File: config.mk
export PLATFORM = sky130hd
export DESIGN_NAME = inst_fetch_decode
export DESIGN_NICKNAME = d
export VERILOG_FILES = /design/src/rtl/inst_fetch_decode.sv
export SDC_FILE = /design/constraint.sdc
export NUM_CORES = 1
export LEC_CHECK = 0
export ABC_CLOCK_PERIOD_IN_PS = 2550
export CORE_UTILIZATION = 40
export CTS_BUF_LIST = sky130_fd_sc_hd__clkbuf_8
export DETAILED_ROUTE_END_ITERATION = 6
export PLACE_DENSITY_LB_ADDON = 0.1
export SLEW_MARGIN = 20
export SYNTH_ARGS = -nofsm -noshare
export SYNTH_HDL_FRONTEND = slang
export SYNTH_SLANG_ARGS = --single-unit
File: constraint.sdc
create_clock -name CLK -period 2.55 [get_ports CLK]
set_input_delay 0.765 -clock CLK [delete_from_list [all_inputs] [get_ports CLK]]
set_output_delay 0.765 -clock CLK [all_outputs]
set_load 0.01 [all_outputs]
File: src/rtl/inst_fetch_decode.sv
// rtl/inst_fetch_decode.sv - byte-serial fetch and registered decode front end for the 8-bit core
// Optional HALT state enabled by defining IFD_HALT_EN; otherwise MOV MS=00 decodes as a NOP.
module inst_fetch_decode (
    input  logic       CLK,
    input  logic       RST,
    input  logic [7:0] PC,
    output logic [9:0] PM_ADDR,
    input  logic [7:0] PM_DATA,
    output logic       EXEC_STB,
    output logic       MEM_INST,
    output logic       ALU_INST,
    output logic       JMP_INST,
    output logic       IRS,
    output logic [1:0] MS,
    output logic [2:0] RS,
    output logic [2:0] AR,
    output logic [2:0] BS,
    output logic [3:0] OP,
    output logic [7:0] IMM,
    output logic       HALTED
);

    typedef enum logic [2:0] {F0, F1, F2, F3, EXEC, HALT} state_t;

    state_t     state, next_state;
    logic [7:0] b0, b1;
    logic [1:0] bi;
    logic       need_imm, halt_dec;
    logic [7:0] dec_b1, dec_imm;
    logic       d_mem, d_alu, d_jmp, d_irs;
    logic [1:0] d_ms;
    logic [2:0] d_rs, d_ar, d_bs;
    logic [3:0] d_op;
    logic [7:0] d_imm;

    assign PM_ADDR = {PC, bi};

    // In F2 the live PM_DATA is B1, so length and HALT are known before B1 is registered.
    always_comb begin
        bi       = 2'd0;
        need_imm = 1'b0;
        halt_dec = 1'b0;
        case (state)
            F1:      bi = 2'd1;
            F2:      bi = 2'd2;
            default: bi = 2'd0;
        endcase
        case (b0[7:6])
            2'b00, 2'b11: need_imm = PM_DATA[3];
            2'b01:        need_imm = (PM_DATA[5:4] == 2'b10);
            default:      need_imm = 1'b1;
        endcase
`ifdef IFD_HALT_EN
        halt_dec = (b0[7:6] == 2'b01) && (PM_DATA[5:4] == 2'b00);
`endif
        next_state = state;
        case (state)
            F0:   next_state = F1;
            F1:   next_state = F2;
            F2: begin
                if (halt_dec)      next_state = HALT;
                else if (need_imm) next_state = F3;
                else               next_state = EXEC;
            end
            F3:   next_state = EXEC;
            EXEC: next_state = F0;
            HALT: next_state = HALT;
            default: next_state = F0;
        endcase
    end

    // Decode source: B1 is live in F2 and registered in F3; the immediate exists only in F3.
    always_comb begin
        dec_b1  = (state == F3) ? b1 : PM_DATA;
        dec_imm = (state == F3) ? PM_DATA : 8'd0;
        d_mem   = 1'b0;
        d_alu   = 1'b0;
        d_jmp   = 1'b0;
        d_irs   = 1'b0;
        d_ms    = 2'b00;
        d_rs    = 3'd0;
        d_ar    = 3'd0;
        d_bs    = 3'd0;
        d_op    = 4'd0;
        d_imm   = 8'd0;
        case (b0[7:6])
            2'b00, 2'b11: begin
                d_alu = 1'b1;
                d_mem = (b0[7:6] == 2'b00);
                d_rs  = b0[5:3];
                d_ar  = b0[2:0];
                d_op  = dec_b1[7:4];
                d_irs = dec_b1[3];
                d_bs  = dec_b1[2:0];
                d_imm = dec_imm;
            end
            2'b01: begin
                if (dec_b1[5:4] != 2'b00) begin
                    d_mem = 1'b1;
                    d_ms  = dec_b1[5:4];
                    d_rs  = b0[5:3];
                    d_ar  = b0[2:0];
                    d_bs  = dec_b1[2:0];
                    d_imm = dec_imm;
                end
            end
            default: begin
                d_jmp = 1'b1;
                d_op  = dec_b1[7:4];
                d_imm = dec_imm;
            end
        endcase
    end

    always_ff @(posedge CLK) begin
        if (RST) begin
            state    <= F0;
            b0       <= 8'd0;
            b1       <= 8'd0;
            EXEC_STB <= 1'b0;
            MEM_INST <= 1'b0;
            ALU_INST <= 1'b0;
            JMP_INST <= 1'b0;
            IRS      <= 1'b0;
            MS       <= 2'b00;
            RS       <= 3'd0;
            AR       <= 3'd0;
            BS       <= 3'd0;
            OP       <= 4'd0;
            IMM      <= 8'd0;
        end else begin
            state <= next_state;
            if (state == F1) b0 <= PM_DATA;
            if (state == F2) b1 <= PM_DATA;
            EXEC_STB <= (next_state == EXEC);
            if (next_state == EXEC) begin
                MEM_INST <= d_mem;
                ALU_INST <= d_alu;
                JMP_INST <= d_jmp;
                IRS      <= d_irs;
                MS       <= d_ms;
                RS       <= d_rs;
                AR       <= d_ar;
                BS       <= d_bs;
                OP       <= d_op;
                IMM      <= d_imm;
            end else begin
                MEM_INST <= 1'b0;
                ALU_INST <= 1'b0;
                JMP_INST <= 1'b0;
                IRS      <= 1'b0;
                MS       <= 2'b00;
                RS       <= 3'd0;
                AR       <= 3'd0;
                BS       <= 3'd0;
                OP       <= 4'd0;
                IMM      <= 8'd0;
            end
        end
    end

`ifdef IFD_HALT_EN
    always_ff @(posedge CLK) begin
        if (RST) HALTED <= 1'b0;
        else     HALTED <= (next_state == HALT);
    end
`else
    assign HALTED = 1'b0;
`endif

endmodule

Word-level counts from Yosys, hierarchy flattened

Index checks and enable logic that the tools add are counted.

Word-level logic and storage cells: 53
Input bits: 18
Output and inout port bits: 39
Register bits: 47

Bitwise logic cells: 4
Multiplexer cells: 18
Equality and inequality tests: 8
Reductions and logical operators: 9

Operator list:

| cell               | number |
|---|---|
| $mux 8             | 4 |
| $pmux 3 s2         | 3 |
| $pmux 3 s5         | 1 |
| $mux 3             | 4 |
| $reduce_or 3->1    | 3 |
| $eq 3x2->1 const B | 2 |
| $eq 3x3->1 const B | 2 |
| $eq 2x2->1 const B | 2 |
| $not 1->1          | 4 |
| $pmux 1 s2         | 2 |
| $pmux 2 s2         | 1 |
| $reduce_or 2->1    | 2 |
| $reduce_or 4->1    | 1 |
| $eq 3x1->1 const B | 1 |
| $logic_not 3->1    | 1 |
| $mux 1             | 3 |
| $eq 2x1->1 const B | 1 |
| $logic_not 2->1    | 1 |
| $reduce_bool 2->1  | 1 |

Longest topological paths before layout

Depth after elaboration: 8
Depth in mapped cells: 7
Gate-level depth less buffers: 5

Least setup slack after synthesis

OpenSTA, ideal clock, no wires.

Path type: input port to flip-flop
Start point: input port RST
End point: register BS[1]
Setup slack: 0.820 ns
Arrival time: 1.627 ns
Cell stages on the path: 4
Path buffers: 1
Required time: 2.446 ns
Cell sequence: nor3b_1 -> o211ai_1 -> buf_1 -> a2111oi_2

Longest elaborated chain between the ends: 1

RTL lines:

| what                             | line | source |
|---|---|---|
| start, declared                  | 5    | `input logic RST,` |
| $reduce_or 2->1 (no source line) | -    |  |
| end signal, assigned             | 144  | `BS <= d_bs;` |
| end, declared                    | 17   | `output logic [2:0] BS,` |

Every way passes these cells.
A chain may end at the register's enable or synchronous reset.

Final worst setup path

Start point: register state[0]
End point: output port PM_ADDR[0]

Longest elaborated chain between the ends: 2

RTL lines:

| what                                            | line | source |
|---|---|---|
| start, declared                                 | 25   | `state_t state, next_state;` |
| start signal, assigned                          | 132  | `state <= next_state;` |
| $eq 3x2->1 / $eq 3x1->1 (equally long branches) | 43   | `case (state)` |
| $pmux 2 s2 (*)                                  | 43   |  |
| end, declared                                   | 7    | `output logic [9:0] PM_ADDR,` |

Every way passes the cells marked *; elsewhere a longest branch is shown, timed or not.

==> out/results.ini <==
[synth]
synthTopCellsByArea=dfxtp_1 50%, mux2i_1 13%, a2111oi_2 6.4%
synth_cells=177
synth_xor_area_share_pct=0
avgSynthCellArea_um2=10.6
yosysWarnings=0
synth-seq-cells=47
post-synth-top-count-cell=dfxtp_1
synth-simple-area-share_pct=12.6
ys_seq_area_share_pct=50.0
synthArstFlopShare_pct=0
synth_top_family_by_area=multiplexers
synthMuxAreaShare_pct=13.6
synth_commonest_cells=47 x dfxtp_1, 24 x mux2i_1, 20 x nor2_1
synthAdderAreaFrac_pct=2.00
synth-main-ff-cell=dfxtp_1
synth_compound_area_share_pct=12.1
syn-cell-area_um2=1880
syn_nets=198
yosysUniqueCellTypes=30
synth_edf_count=0
yosys.area.top_type_share_pct=50.0
synth_area_leader_cell=dfxtp_1

[detailed_routing]
vias_per_cell=4.97
routed-via-count=1301
ant_nets=0
routed_wl_um=3810
route.detailed.drc=7
drtIter0Drc=90
drt_pass1_iterations=6
wl_per_cell_um=14.5

[critical_path]
r2r_end=RS[0]$_SDFF_PP0_
startpoint=state[0]$_SDFF_PP0_
crit_type=reg2out
setup.worst_path.start_class=flop
regToRegStartpoint=b0[6]$_SDFFE_PP0P_
reg2regPathDepth=6
end_kind=output pin
critical_path.max_fanout=9
ff2ff_setup_slack_ps=650
critPathArrivalTime_ps=1630
required_ps=1790

[clocking]
cts.sinks=47
cts.reportedPaths.clkPinSlew_ps=80
post-cts-setup-buffers=0
postCtsResizedCells=0
clock_latency_ps=300
clk_path_buf_depth=2
hold_buffers=0
cts_tree=yes
clockRootBuffer=clkbuf_8
cts_buffers=5
htree_levels=2

[placed_design]
portBuffers=39
dp.cells=254
gp_congestion=0.748
placed_cell_area_um2=2280
place_hpwl_um=2630

[final_layout]
num-fill-cells=412
fin_nets=230
drive_gt1_share_pct=11.4
final_cells=262
final_area_um2=2360
diodes=0
syn_to_final_growth_pct=25.4

[global_routing]
antenna_found_initial=0
grt_first_pass_wirelength_um=6340
grt_usage_pct=16.7
grt_pass1_vias=1283
grt_max_degree=21
overflow=0

[floorplanning]
initial_core_util_pct=42.3
io_pins=57
die_h_um=70.6
core_area_um2=4440
dieArea_um2=4980
die_w_um=70.6
rows=24

[worst_hold_path]
worstHoldEndpoint=AR[1]$_SDFF_PP0_
worstHoldPathType=reg2reg
hold_depth=2
holdCritStartpoint=b0[1]$_SDFFE_PP0P_

[run_status]
violations=DRC
status=finished, violations left

[sta]
rsz0062_at_grt=false
max_freq_ghz=0.417
setup_viol=0
hold_viol_final=0
slew_headroom_pct=56.9
skew_ps=5.75
hold_ws_ps=457
final_max_slew_viol_count=0
worstMarginPinSlew_ps=647
timing.setup.tns_ps=0
finalCritPeriodShare_pct=94.1
post-route-min-period_ps=2400

[run]
timing.max_cap.violations=0

[pwr]
p_leak_nw=0.861
vdd_drop_max_uv=262
power.density_nw_per_um2=655
power.total_mw=1.55

-- cell type report --
type,count,area [um2],area share (%)
inverters,14,52.6,2.23
repair buffers,45,448,19.0
clock inverters,3,12.5,0.531
clock buffers,5,68.8,2.92
well taps,52,65.1,2.76
multi-input cells,96,771,32.7
flip-flops and latches,47,941,39.9
-- critical path: stages, from the launching register on --
cell,delay (ps)
dfxtp_1,470
nor3b_2,280
clkdlybuf4s50_1,590
-- how the worst max path moves through the flow --
stage                             to  slack (ps)  cells past startpoint
CTS                       PM_ADDR[0]         110                      2
global route              PM_ADDR[0]          50                      2
finish                    PM_ADDR[0]         150                      2
global placement    AR[0]$_SDFF_PP0_         270                      4
floorplan           BS[1]$_SDFF_PP0_         820                      4
detailed placement  RS[0]$_SDFF_PP0_         210                      4
-- sequential cells by signal, summed over array words and instances (netlist names) --
register,flops
IMM,8
b0,8
b1,8
OP,4
AR,3
BS,3
RS,3
state,3
MS,2
ALU_INST,1
EXEC_STB,1
IRS,1
JMP_INST,1
MEM_INST,1
-- cell families after synthesis --
logic type	count (synthesis)
AOI/OAI and AO/OA	22
buffers and inverters	34
and+or+nand+nor	45
other	1
DFF	47
muxes	25
adders and majority gates	3
-- through the flow --
step | utilization [%] | worst slack (ps)
floorplan | - | 820
global placement | 51.2 | 267
detailed placement | 51.2 | 212
CTS | 53.1 | 112
global route | 53.1 | 46.0
finish | 53.1 | 151
-- routing by layer --
layer / wire, um / up-vias / global-route usage [%]
met1: 1800 / 618 / 21.4
met2: 1800 / 25 / 26.0
met3: 150 / 4 / 4.99
li1: - / 654 / -
met4: 52 / 0 / 7.56
met5: 0 / - / 0
-- power by group --
| part | switching, mW | total, mW | internal, mW |
|---|---|---|---|
| sequential | 0.0329 | 0.811 | 0.778 |
| combinational | 0.171 | 0.311 | 0.140 |
| clock | 0.239 | 0.424 | 0.185 |
| total | 0.442 | 1.55 | 1.10 |
-- layout by cell type (no fill, tap or decap) --
cell type | netlist | layout
o211ai_1 | 1 | 1
nand3b_1 | 1 | 1
clkinv_2 | 0 | 1
and2_1 | 8 | 8
buf_4 | 9 | 5
nand4bb_1 | 1 | 1
a2111oi_4 | 1 | 1
a21o_1 | 1 | 1
inv_1 | 14 | 16
nor3_1 | 7 | 7
nor2b_1 | 1 | 1
and3b_1 | 2 | 2
a2111oi_2 | 8 | 8
nor3b_1 | 3 | 1
and2b_1 | 1 | 1
o311a_1 | 1 | 1
clkbuf_8 | 0 | 5
ha_1 | 3 | 3
clkdlybuf4s50_1 | 0 | 39
mux2i_1 | 24 | 24
o21ai_0 | 4 | 4
o31ai_1 | 1 | 1
nor2_1 | 20 | 20
buf_12 | 0 | 1
a211oi_1 | 1 | 1
conb_1 | 1 | 1
mux2_4 | 1 | 1
dfxtp_1 | 47 | 47
nor3b_2 | 0 | 2
nand2_1 | 1 | 1
a21oi_1 | 4 | 4
No activity file was read; power rests on OpenSTA's default activity.
